$ cat src/rtl/serial_pattern_pkg.sv
// Shared state encoding for the serial pattern generator.
package serial_pattern_pkg;

  typedef enum logic [1:0] {
    S_IDLE  = 2'd0,
    S_SHIFT = 2'd1,
    S_GAP   = 2'd2
  } state_t;

endpackage

$ cat src/rtl/serial_pattern_generator_piso.sv
// Parallel-in serial-out shift register, MSB first; q is the current MSB.
module piso_shift_reg #(
  parameter int W = 4
) (
  input  logic         clk,
  input  logic         rst_n,
  input  logic         load,
  input  logic         shift,
  input  logic [W-1:0] din,
  output logic         q
);

  logic [W-1:0] sr_reg;

  always_ff @(posedge clk or negedge rst_n) begin
    if (!rst_n) begin
      sr_reg <= '0;
    end else if (load) begin
      sr_reg <= din;
    end else if (shift) begin
      sr_reg <= {sr_reg[W-2:0], 1'b0};
    end
  end

  assign q = sr_reg[W-1];

endmodule

$ cat src/rtl/serial_pattern_generator.sv
// Serial pattern source: sends a captured pattern MSB-first repeat_n times with
// optional idle gaps, using a start/busy/done handshake and a synchronous abort.
module serial_pattern_generator
  import serial_pattern_pkg::*;
#(
  parameter int PAT_W = 4,
  parameter int CNT_W = 4,
  parameter int GAP_W = 4
) (
  input  logic             clk,
  input  logic             rst_n,
  input  logic             start,
  input  logic             abort,
  input  logic [PAT_W-1:0] pattern,
  input  logic [CNT_W-1:0] repeat_n,
  input  logic [GAP_W-1:0] gap,
  output logic             out,
  output logic             out_valid,
  output logic             busy,
  output logic             done
);

  localparam int BIT_W = (PAT_W > 1) ? $clog2(PAT_W) : 1;
  localparam logic [BIT_W-1:0] BIT_MAX = BIT_W'(PAT_W - 1);

  state_t             state_reg;
  logic [BIT_W-1:0]   bit_cnt_reg;
  logic [CNT_W-1:0]   rem_reg;
  logic [GAP_W-1:0]   gap_cnt_reg;
  logic [PAT_W-1:0]   pattern_reg;
  logic [GAP_W-1:0]   gap_reg;
  logic               out_valid_reg;
  logic               busy_reg;
  logic               done_reg;

  logic               accept;
  logic               last_bit;
  logic               rem_last;
  logic               gap_end;
  logic               sr_load;
  logic               sr_shift;
  logic [PAT_W-1:0]   sr_din;
  logic               sr_q;

  assign accept   = (state_reg == S_IDLE) && start && (repeat_n != '0) && !abort;
  assign last_bit = (bit_cnt_reg == BIT_MAX);
  assign rem_last = (rem_reg == CNT_W'(1));
  assign gap_end  = (gap_cnt_reg == '0);

  // The shift register is cleared whenever no bit is being sent, so its MSB
  // doubles as the registered serial output and is 0 outside valid cycles.
  always_comb begin
    sr_load  = 1'b0;
    sr_shift = 1'b0;
    sr_din   = pattern_reg;
    if (abort) begin
      sr_load = 1'b1;
      sr_din  = '0;
    end else begin
      unique case (state_reg)
        S_IDLE: begin
          if (accept) begin
            sr_load = 1'b1;
            sr_din  = pattern;
          end
        end
        S_SHIFT: begin
          if (!last_bit) begin
            sr_shift = 1'b1;
          end else begin
            sr_load = 1'b1;
            sr_din  = (!rem_last && gap_reg == '0) ? pattern_reg : '0;
          end
        end
        S_GAP: begin
          sr_load = gap_end;
        end
        default: begin
          sr_load = 1'b1;
          sr_din  = '0;
        end
      endcase
    end
  end

  piso_shift_reg #(.W(PAT_W)) u_piso (
    .clk   (clk),
    .rst_n (rst_n),
    .load  (sr_load),
    .shift (sr_shift),
    .din   (sr_din),
    .q     (sr_q)
  );

  always_ff @(posedge clk or negedge rst_n) begin
    if (!rst_n) begin
      state_reg     <= S_IDLE;
      bit_cnt_reg   <= '0;
      rem_reg       <= '0;
      gap_cnt_reg   <= '0;
      pattern_reg   <= '0;
      gap_reg       <= '0;
      out_valid_reg <= 1'b0;
      busy_reg      <= 1'b0;
      done_reg      <= 1'b0;
    end else begin
      done_reg <= 1'b0;
      if (abort) begin
        state_reg     <= S_IDLE;
        bit_cnt_reg   <= '0;
        rem_reg       <= '0;
        gap_cnt_reg   <= '0;
        out_valid_reg <= 1'b0;
        busy_reg      <= 1'b0;
      end else begin
        unique case (state_reg)
          S_IDLE: begin
            if (start) begin
              if (repeat_n != '0) begin
                pattern_reg   <= pattern;
                rem_reg       <= repeat_n;
                gap_reg       <= gap;
                bit_cnt_reg   <= '0;
                out_valid_reg <= 1'b1;
                busy_reg      <= 1'b1;
                state_reg     <= S_SHIFT;
              end else begin
                done_reg <= 1'b1;
              end
            end
          end
          S_SHIFT: begin
            if (!last_bit) begin
              bit_cnt_reg <= bit_cnt_reg + BIT_W'(1);
            end else begin
              bit_cnt_reg <= '0;
              rem_reg     <= rem_reg - CNT_W'(1);
              if (rem_last) begin
                state_reg     <= S_IDLE;
                out_valid_reg <= 1'b0;
                busy_reg      <= 1'b0;
                done_reg      <= 1'b1;
              end else if (gap_reg != '0) begin
                state_reg     <= S_GAP;
                out_valid_reg <= 1'b0;
                gap_cnt_reg   <= gap_reg - GAP_W'(1);
              end
            end
          end
          S_GAP: begin
            if (gap_end) begin
              state_reg     <= S_SHIFT;
              out_valid_reg <= 1'b1;
            end else begin
              gap_cnt_reg <= gap_cnt_reg - GAP_W'(1);
            end
          end
          default: begin
            state_reg     <= S_IDLE;
            out_valid_reg <= 1'b0;
            busy_reg      <= 1'b0;
          end
        endcase
      end
    end
  end

  assign out       = sr_q;
  assign out_valid = out_valid_reg;
  assign busy      = busy_reg;
  assign done      = done_reg;

endmodule
$ cat config.mk
export PLATFORM = sky130hd
export DESIGN_NAME = serial_pattern_generator
export DESIGN_NICKNAME = d
export VERILOG_FILES = /design/src/rtl/serial_pattern_pkg.sv /design/src/rtl/serial_pattern_generator_piso.sv /design/src/rtl/serial_pattern_generator.sv
export SDC_FILE = /design/constraint.sdc
export NUM_CORES = 1
export LEC_CHECK = 0
export ABC_AREA = 1
export BUFFER_PORTS_ARGS = -buffer_cell sky130_fd_sc_hd__buf_2
export CAP_MARGIN = 5
export CORE_MARGIN = 2
export CORE_UTILIZATION = 35
export CTS_CLUSTER_SIZE = 20
export DETAILED_ROUTE_END_ITERATION = 6
export PLACE_DENSITY = 0.63
export SLEW_MARGIN = 25
export SYNTH_ARGS = -nofsm -noshare
export SYNTH_HDL_FRONTEND = slang
export SYNTH_SLANG_ARGS = --single-unit
$ cat constraint.sdc
create_clock -name clk -period 1.5 [get_ports clk]
set_input_delay 0.225 -clock clk [delete_from_list [all_inputs] [get_ports clk]]
set_output_delay 0.225 -clock clk [all_outputs]
set_load 0.05 [all_outputs]
==> results.md, run 1 <==
* Register share of total power at 0.277
* Syn_area_per_cell at 8.16 um^2
* H-tree level count at 1
* Pint at 2.50 mW
* Worst Hold Slack at 0.177 ns
* Worst-path clk slew at 0.09 ns
* Area Growth Syn to Fin at 34.1%
* Diode count at 0
* RSZ-0062 raised after global routing: true
* # DRC at 0
* Vias in the first global route at 1,282
* Area of the multi-input gates at 1000 um^2
* Initial Util at 0.367
* Max_cap viols at 0
* Deepest clock path buffer count at 2
* Final Hold Vio Count at 0
* Slew HR at 0.601
* Period minus WS final at 1.48 ns
* Worst slew pin tran at 0.598 ns
* Critical path class: flip-flop to flip-flop
* Net Sw Frac at 0.445
* Overall Global Routing Usage at 0.146
* Critical Path Source Type: flip-flop
* Share of layout cells above drive strength 1 at 0.406
* DRT Wirelength at 3680 um
* Initial DRC count at 62
* FMAX at 674 MHz
* PortBufs at 19
* EDFF count, synth at 0
* Async S/R FF share, synth at 1.00
* Max rail drop VDD at 0.00104 V
* DP HPWL at 2580 um
* Clk sinks at 26
* Fin. max-slew vios at 0
* # fillers at 448
* Crit path capture type: flip-flop
* Library cells used by synthesis at 32
* Reg area at 653 um^2
* Yosys top cell area share at 0.405
* Final setup viols at 0
* Chip height at just over 70 um
* CP max FO at 6
* Synth top cells by count: 41 x nand2_1, 26 x dfrtp_1, 22 x inv_1
* First-pass GRT wire length at around 5900 um
* Static Leakage at 1.04 nW
* DR vias at 1,438
* PwrDens at 2090 nW/um^2
* Status: finished, final reports clean
* Net count after synthesis at about 220
* Combinational Power Share at 0.593
* Clk_skew at roughly 0.0028 ns
* Std-Cell Core Area at 4380 um^2
* Final cell count without fillers at 291
* FF+latch count, synth at 26
* Initial antenna violation count at 0
* CTS tree: built
* Total die area at 5150 um^2
* Later-pin clock latency in the skew report at 0.27 ns
* Synthesized area at roughly 1600 um^2
* Post-synth top flop: dfrtp_1
* Grt total ovfl at 0
* Placed instance count at 272
* Area leader, netlist: dfrtp_1
* Row count at 24
* CP arrival at 1.68 ns
* Placer congestion estimate at 0.824
* WL/cell at approximately 13 um
* Req. time, crit path at between 1.5 and 2 ns
* Pre-CTS WS at -0.0445 ns
* Ports at 20
* Final Total Pwr at around 4.5 mW
* Pin count of the biggest net entering global routing at 27
* Num CTS Buffers at 3
* Synthesis warning total at 0
* Routed Antenna Nets at 0
* Synth Instances at 197
* Sequential area share after synthesis at 0.405
* Die Wd at around 72 um
* Clk pwr share at 0.129
* Largest cells by area after synthesis: dfrtp_1 40%, nand2_1 9.6%, inv_1 5.1%
* Via density at 4.94
* Final clock period utilization by the worst path at 0.989
* Total Neg Setup Slack at 0 ns
* Final worst slack at between 0.015 and 0.02 ns
* Total Nets Final at 260
* Most common cell in the synthesized netlist: nand2_1
* Net Sw Power at around 2 mW
* Worst hold path class: input pin to flip-flop
* Router iterations before antenna repair at 4
* Clock Tree Root: clkbuf_8
-- cell type report --
cell class / count / area share
Sequential cell: 26 / 0.303
Inverter: 26 / 0.0511
Timing Repair Buffer: 39 / 0.118
Clock buffer: 3 / 0.0192
Clock inverter: 1 / 0.0139
Tap cell: 52 / 0.0302
Multi-Input combinational cell: 144 / 0.464
-- stage by stage --
stage / utilization / cell area [um^2]
2_1_floorplan: - / 1620
3_3_place_gp: 0.411 / 1800
3_5_place_dp: 0.411 / 1800
4_1_cts: 0.434 / 1900
5_1_grt: 0.492 / 2160
6_report: 0.492 / 2160
-- power by group through the flow --
stage / sequential (mW) / combinational (mW) / clock (mW)
after floorplan: 1.31 / 1.51 / 0
after global placement: 1.23 / 2.04 / 0
after detailed placement: 1.24 / 2.05 / 0
after CTS: 1.23 / 2.12 / 0.600
after global routing: 1.29 / 3.00 / 0.624
final: 1.25 / 2.67 / 0.581
-- path summary, 6_finish.rpt --
check,start,to,slack [ns],cells past startpoint
setup / recovery,state_reg[0],rem_reg[0],0.02,7
hold / removal,gap[1],gap_reg[1],0.18,2
setup reg to reg,state_reg[0],rem_reg[0],0.02,7
hold reg to reg,bit_cnt_reg[1],bit_cnt_reg[1],0.53,1
max in group asynchronous,rst_n,state_reg[0],0.59,2
min in group asynchronous,rst_n,gap_cnt_reg[0],0.49,2
-- repair_timing --
action	in CTS	in global routing
pin swaps	0	12
setup endpoints to repair	5	12
buffers inserted	1	12
resized for setup	4	38
endpoints found under the hold margin	26	0
hold buffers	1	0
cloned	0	1
-- layout by cell type (no fill, tap or decap), types with 4 or more instances in the layout --
master,synthesis,final
nand2_1,41,31
dfrtp_1,26,24
inv_1,22,21
buf_2,0,19
buf_4,0,17
nand3_1,14,14
nor2_1,19,13
nand2_2,5,12
o21ai_0,13,11
nor2_2,2,6
nand2_4,3,5
nor2_4,2,4
o21ai_1,4,4
a21oi_1,7,4
and2_1,4,4
-- per-layer routing --
layer | GRT usage | wire length, um
met1 | 0.212 | 1750
met2 | 0.233 | 1760
met3 | 0.0309 | 154
met4 | 0.0189 | 13
met5 | 0 | 0
-- logic make-up (layout without fill, tap and decap cells) --
kind of cell / count (synthesis) / in the layout / synth area share
AOI/OAI and AO/OA: 35 / 35 / 0.128
xor gates and xnor gates: 2 / 2 / 0.0109
adders and majority gates: 4 / 4 / 0.0311
buffers and inverters: 28 / 69 / 0.0794
DFF: 26 / 26 / 0.405
muxes: 3 / 3 / 0.0210
and+or+nand+nor: 99 / 100 / 0.325
-- critical path: stages, from the launching register on --
cell and delay [ns]:
dfrtp_2 0.49, buf_4 0.17, nor2_4 0.11, nand4_4 0.16, nand2_4 0.15, nor2_4 0.05
buf_4 0.13, o22ai_1 0.14
No activity file was read; power rests on OpenSTA's default activity.
==> run 2, diff against run 1 <==
--- a/config.mk
+++ b/config.mk
@@ -10,6 +10,7 @@
 export CAP_MARGIN = 5
 export CORE_MARGIN = 2
 export CORE_UTILIZATION = 35
+export CTS_BUF_LIST = sky130_fd_sc_hd__clkbuf_16
 export CTS_CLUSTER_SIZE = 20
 export DETAILED_ROUTE_END_ITERATION = 6
 export PLACE_DENSITY = 0.63
==> results.md, run 2 (synthesized netlist as in run 1, its figures left out) <==
* Status: finished, final reports clean
* Final Hold Vio Count at 0 (unchanged)
* Critical path class: flip-flop to flip-flop
* Routed Antenna Nets at 0 (unchanged)
* Max_cap viols at 0 (unchanged)
* Chip height at 71.8 um (unchanged)
* Grt total ovfl at 0 (unchanged)
* R2r endpoint: rem_reg[0]
* Period minus WS final at 1.47 ns (-0.0139 ns)
* Row count at 24 (unchanged)
* Worst slew pin tran at 0.583 ns (-0.0148 ns)
* Reg-to-reg setup timing slack at 0.03 ns (about the same)
* WL/cell at 12.5 um (-1.4%)
* Final cell count without fillers at 292 (+0.34%)
* Clk sinks at 26 (unchanged)
* Total Nets Final at 261 (+0.38%)
* Later-pin clock latency in the skew report at 0.26 ns (about the same)
* Placer congestion estimate at 0.824 (unchanged)
* Vias in the first global route at 1,287 (+0.39%)
* Initial antenna violation count at 0 (unchanged)
* Router iterations before antenna repair at 4 (unchanged)
* PwrDens at 2150 nW/um^2 (+3.1%)
* CP arrival at 1.65 ns (-0.03 ns)
* Clk pwr share at 0.162 (+0.033)
* Total Neg Setup Slack at 0 ns (unchanged)
* Share of layout cells above drive strength 1 at 0.408 (+0.00248)
* Overall Global Routing Usage at 0.147 (+0.000592)
* Register share of total power at 0.264 (-0.013)
* Clock Tree Root: clkbuf_16
* Max rail drop VDD at 0.00118 V (+13%)
* Area Growth Syn to Fin at 37.7%
* HP Start: gap[1]
* Initial DRC count at 24 (-61%)
* Hold path endpoint: gap_reg[1]
* RSZ-0062 raised after global routing: true
* Ports at 20 (unchanged)
* Clk_skew at 0.00291 ns (+0.0000732 ns)
* Critical Path Source Type: flip-flop
* Most frequent cells in the layout: 30 x nand2_1, 24 x dfrtp_1, 21 x inv_1
* DP HPWL at 2580 um (unchanged)
* Net Sw Frac at 0.428 (-0.0176)
* Req. time, crit path at 1.68 ns (about the same)
* Pin count of the biggest net entering global routing at 27 (unchanged)
* Pint at 2.73 mW (+9.2%)
* Slew HR at 0.611 (+0.00985)
* DR vias at 1,430 (-0.56%)
* Net Sw Power at 2.04 mW (+1.7%)
* Commonest non-fill, non-tap cell in the layout: nand2_1
* Worst hold path class: input pin to flip-flop
* PortBufs at 19 (unchanged)
* CTS tree: built
* Static Leakage at 1.06 nW (+2.4%)
* Placed instance count at 272 (unchanged)
* Via density at 4.90 (-0.90%)
* First-pass GRT wire length at 5970 um (+0.81%)
* Combinational Power Share at 0.574 (-0.019)
* Hold-critical path depth at 2 (unchanged)
* Worst r2r src: state_reg[0]
* Final setup viols at 0 (unchanged)
* Diode count at 0 (unchanged)
* Crit path capture type: flip-flop
* Std-Cell Core Area at 4380 um^2 (unchanged)
* Initial Util at 0.367 (unchanged)
* Final clock period utilization by the worst path at 0.980 (-0.00926)
* Fin. max-slew vios at 0 (unchanged)
* Num CTS Buffers at 3 (unchanged)
* Die Wd at 71.8 um (unchanged)
* R2R depth at 7 (unchanged)
* Total die area at 5150 um^2 (unchanged)
* DRT Wirelength at 3640 um (-1.1%)
* # DRC at 0 (unchanged)
* # fillers at 436 (-2.7%)
* Deepest clock path buffer count at 2 (unchanged)
* FMAX at 681 MHz (+0.95%)
* Worst-path clk slew at 0.07 ns (-0.02 ns)
* H-tree level count at 1 (unchanged)
* CP max FO at 6 (unchanged)
==> run 2: timing repair <==
item | CTS | global route
setup endpoints to repair | 5 | 12
gates resized for setup | 3 | 40
pin swaps | 0 | 12
hold buffers | 1 | 0
hold endpoints to repair | 26 | 0
buffers inserted | 1 | 13
cloned | 0 | 1
==> run 2: layout make-up <==
type | count | area, um^2 | area share
Multi-Input combinational cell | 144 | 1000 | 0.452
Sequential cell | 26 | 653 | 0.295
Timing Repair Buffer | 40 | 279 | 0.126
Inverter | 26 | 110 | 0.0497
Clock buffer | 3 | 75.1 | 0.0339
Tap cell | 52 | 65.1 | 0.0294
Clock inverter | 1 | 30.0 | 0.0136
==> run 2: how the worst max path moves through the flow <==
stage | depth (start not counted) | startpoint | slack [ns] | end
floorplan | 9 | state_reg[0] | -0.01 | gap_cnt_reg[2]
global placement | 8 | state_reg[1] | -0.06 | gap_cnt_reg[2]
detailed placement | 8 | state_reg[1] | -0.04 | gap_cnt_reg[2]
CTS | 9 | state_reg[0] | 0.002 | gap_cnt_reg[2]
global route | 8 | state_reg[0] | -0.06 | u_piso.sr_reg[3]
finish | 7 | state_reg[0] | 0.03 | rem_reg[0]
==> run 2: critical path, stage by stage, from the launching register on <==
cell,delay [ns]
dfrtp_2,0.48
buf_4,0.17
nor2_4,0.11
nand4_4,0.16
nand2_4,0.15
nor2_4,0.05
buf_4,0.13
o22ai_1,0.14
==> run 2: routing by layer <==
| metal | routed length [um] | vias to the layer above | GRT usage |
|---|---|---|---|
| li1 | - | 734 | - |
| met1 | 1730 | 665 | 0.213 |
| met2 | 1760 | 29 | 0.236 |
| met3 | 137 | 2 | 0.0309 |
| met4 | 13 | 0 | 0.0126 |
| met5 | 0 | - | 0 |
==> run 2: power by group through the flow <==
stage / clock, mW / combinational, mW / sequential, mW
global placement: 0 / 2.04 / 1.23
floorplan: 0 / 1.51 / 1.31
detailed placement: 0 / 2.05 / 1.24
CTS: 0.784 / 2.11 / 1.23
global route: 0.809 / 3.06 / 1.29
finish: 0.773 / 2.73 / 1.26
==> run 2: per-stage QoR <==
step | setup WS, ns | util | power, mW | hold WS (ns) | area [um^2]
2_1_floorplan | -0.0126 | - | 2.81 | -0.0706 | 1620
3_3_place_gp | -0.0598 | 0.411 | 3.27 | 0.266 | 1800
3_5_place_dp | -0.0445 | 0.411 | 3.29 | 0.271 | 1800
4_1_cts | 0.00168 | 0.441 | 4.13 | 0.191 | 1930
5_1_grt | -0.0558 | 0.505 | 5.17 | 0.190 | 2210
6_report | 0.0307 | 0.505 | 4.76 | 0.193 | 2210
==> run 3, diff against run 2 <==
--- a/config.mk
+++ b/config.mk
@@ -5,7 +5,6 @@
 export SDC_FILE = /design/constraint.sdc
 export NUM_CORES = 1
 export LEC_CHECK = 0
-export ABC_AREA = 1
 export BUFFER_PORTS_ARGS = -buffer_cell sky130_fd_sc_hd__buf_2
 export CAP_MARGIN = 5
 export CORE_MARGIN = 2
==> results.md, run 3 <==
* Pin count of the biggest net entering global routing at 27 (unchanged)
* Diode count at 0 (unchanged)
* Status: finished, violations left
* Final worst slack at -0.182 ns (-0.213 ns)
* R2R depth at 5 (-2)
* Total Nets Final at 245 (-6.1%)
* FMAX at 594 MHz (-13%)
* Overall Global Routing Usage at 0.205 (+0.0578)
* DP HPWL at 3170 um (+23%)
* Yosys top cell area share at 0.422 (+0.0174)
* CP max FO at 6 (unchanged)
* Dpl cell area at 2080 um^2 (+15%)
* Failing checks: setup timing
* Static Leakage at 1.13 nW (+6.3%)
* Worst hold path class: input pin to flip-flop
* Initial antenna violation count at 0 (unchanged)
* Net count after synthesis at 167 (-23%)
* Library cells used by synthesis at 47 (+47%)
* Final instance area at 2510 um^2 (+13%)
* Mux share of post-synthesis cell area at 0.0747 (+0.0537)
* Total die area at 4950 um^2 (-3.9%)
* Area leader, netlist: dfrtp_1
* First-pass GRT wire length at 7930 um (+33%)
* Share of layout cells above drive strength 1 at 0.580 (+0.172)
* Period minus WS final at 1.68 ns (+0.213 ns)
* Ports at 20 (unchanged)
* PwrDens at 866 nW/um^2 (-60%)
* Clock Tree Root: clkbuf_16
* Deepest clock path buffer count at 2 (unchanged)
* Largest cells by area after synthesis: dfrtp_1 42%, mux2i_1 4.5%, ha_1 3.2%
* Grt total ovfl at 0 (unchanged)
* Synth Instances at 147 (-25%)
* Final Hold Vio Count at 0 (unchanged)
* DR vias at 1,528 (+6.9%)
* Syn_area_per_cell at 10.5 um^2 (+28%)
* Worst r2r src: state_reg[1]
* Most frequent cells in the layout: 52 x buf_4, 24 x dfrtp_1, 19 x buf_2
* Clk sinks at 26 (unchanged)
* Total Neg Setup Slack at -2.17 ns (-2.17 ns)
* Crit path from: state_reg[1]
* Area Growth Syn to Fin at 62.7%
* Req. time, crit path at 1.65 ns (-0.03 ns)
* Row count at 24 (unchanged)
* Max rail drop VDD at 0.000560 V (-53%)
* EDFF count, synth at 0 (unchanged)
* # fillers at 359 (-18%)
* CTS tree: built
* Area of the multi-input gates at 1070 um^2 (+7.3%)
* Critical Path Source Type: flip-flop
* Synth Area in XOR/XNOR at 0 (-0.0109)
* Async S/R FF share, synth at 1.00 (unchanged)
* Initial DRC count at 147 (+510%)
* Final Total Pwr at 2.17 mW (-54%)
* Slew HR at 0.605 (-0.00658)
* Final clock period utilization by the worst path at 1.12 (+0.142)
* Critical path class: flip-flop to flip-flop
* Synth Area in Simple Gates at 0.187 (-0.139)
* # DRC at 0 (unchanged)
* Reg-to-reg setup timing slack at -0.18 ns (-0.21 ns)
* Die Wd at 70.4 um (-2.0%)
* Chip height at 70.4 um (-2.0%)
* Largest family of logic cells by synthesized area: compound AO/OA/AOI/OAI gates
* Final cell count without fillers at 276 (-5.5%)
* Synthesis warning total at 0 (unchanged)
* H-tree level count at 1 (unchanged)
* FF+latch count, synth at 26 (unchanged)
* Final setup viols at 23 (+23)
* Fin. max-slew vios at 0 (unchanged)
* Clk_skew at 0.00315 ns (+0.000235 ns)
* Std-Cell Core Area at 4290 um^2 (-2.1%)
* Placer congestion estimate at 0.907 (+10%)
* Max_cap viols at 0 (unchanged)
* Commonest non-fill, non-tap cell in the layout: buf_4
* Most common cell in the synthesized netlist: dfrtp_1
* CP arrival at 1.83 ns (+0.18 ns)
* Adder-cell share of the synthesized area at 0.0325 (+0.00134)
* Num CTS Buffers at 3 (unchanged)
* Routed Antenna Nets at 0 (unchanged)
* RSZ-0062 raised after global routing: true
* Placed instance count at 256 (-5.9%)
* Crit path capture type: flip-flop
* Initial Util at 0.359 (-0.00775)
* Worst-path clk slew at 0.07 ns (about the same)
* R2r endpoint: gap_cnt_reg[2]
* PortBufs at 19 (unchanged)
* Synthesized area at 1540 um^2 (-4.1%)
* Synth top cells by count: 26 x dfrtp_1, 8 x a21oi_1, 8 x nor2_1, 8 x o21ai_0, 7 x mux2i_1
* Worst slew pin tran at 0.593 ns (+0.00988 ns)
* Sequential area share after synthesis at 0.422 (+0.0174)
* Via density at 5.54 (+13%)
* Later-pin clock latency in the skew report at 0.26 ns (about the same)
* Reg area at 653 um^2 (unchanged)
* DRT Wirelength at 4880 um (+34%)
* Post-synth top flop: dfrtp_1
* Router iterations before antenna repair at 4 (unchanged)
* Worst Setup EP: gap_cnt_reg[2]
* Vias in the first global route at 1,615 (+25%)
* WL/cell at 17.7 um (+42%)
* Compound-Gate Fraction of Synth Area at 0.243 (+0.115)
## run 3: cell count changes in the layout (fill, tap and decap cells not counted), sizes merged, moves of 9 or more
cell   delta
buf      +41
inv      -20
nand2    -44
nand3    -15
nor2     -16
o21ai     -9
## run 3: power by group
part | internal [mW] | switching [mW] | leakage, nW
combinational | 0.375 | 0.346 | 0.756
clock | 0.357 | 0.249 | 0.0385
sequential | 0.777 | 0.0666 | 0.337
## run 3: cells by family after synthesis
logic type | count (synthesis)
DFF | 26
and+or+nand+nor | 46
muxes | 11
AOI/OAI and AO/OA | 47
buffers and inverters | 13
adders and majority gates | 4
## run 3: worst min path at each step
stage | startpoint | endpoint | slack [ns] | depth (start not counted)
global route | gap[0] | gap_reg[0] | 0.20 | 2
detailed placement | rst_n | rem_reg[3] | 0.26 | 1
floorplan | rst_n | bit_cnt_reg[0] | -0.07 | 0
finish | gap[3] | gap_reg[3] | 0.20 | 2
CTS | gap[3] | gap_reg[3] | 0.19 | 2
global placement | rst_n | rem_reg[3] | 0.27 | 1
## run 3: metal layers
metal	routed length [um]	up-vias	global-route usage
li1	-	719	-
met3	179	10	0.0346
met2	2600	30	0.354
met1	2000	769	0.250
met5	0	-	0
met4	102	0	0.0833
## run 3: area by class of cell
cell class	instances	area share
multi-input combinational	108	0.428
sequential	26	0.260
timing repair buffer	81	0.247
clock buffer	3	0.0299
tap	52	0.0259
inverter	5	0.00749
clock inverter	1	0.00150
## run 3: stage by stage
step | setup slack [ns] | util | hold slack [ns]
floorplan | -0.271 | - | -0.0706
global route | -0.265 | 0.584 | 0.197
finish | -0.182 | 0.584 | 0.195
global placement | -0.249 | 0.483 | 0.270
detailed placement | -0.347 | 0.483 | 0.264
CTS | -0.126 | 0.554 | 0.195
## run 3: timing repair
action	in CTS	in global routing
endpoints found under the hold margin	26	0
gates cloned	0	0
pin swaps	10	17
setup endpoints to repair	20	25
hold buffers	1	0
setup buffers	10	9
gates resized for setup	25	20
## run 3: worst max-delay path, cell delays in order (launching register included)
cell,delay (ns)
dfrtp_2,0.48
buf_6,0.15
nand3b_1,0.22
o32ai_4,0.42
mux2i_1,0.22
a21oi_1,0.08
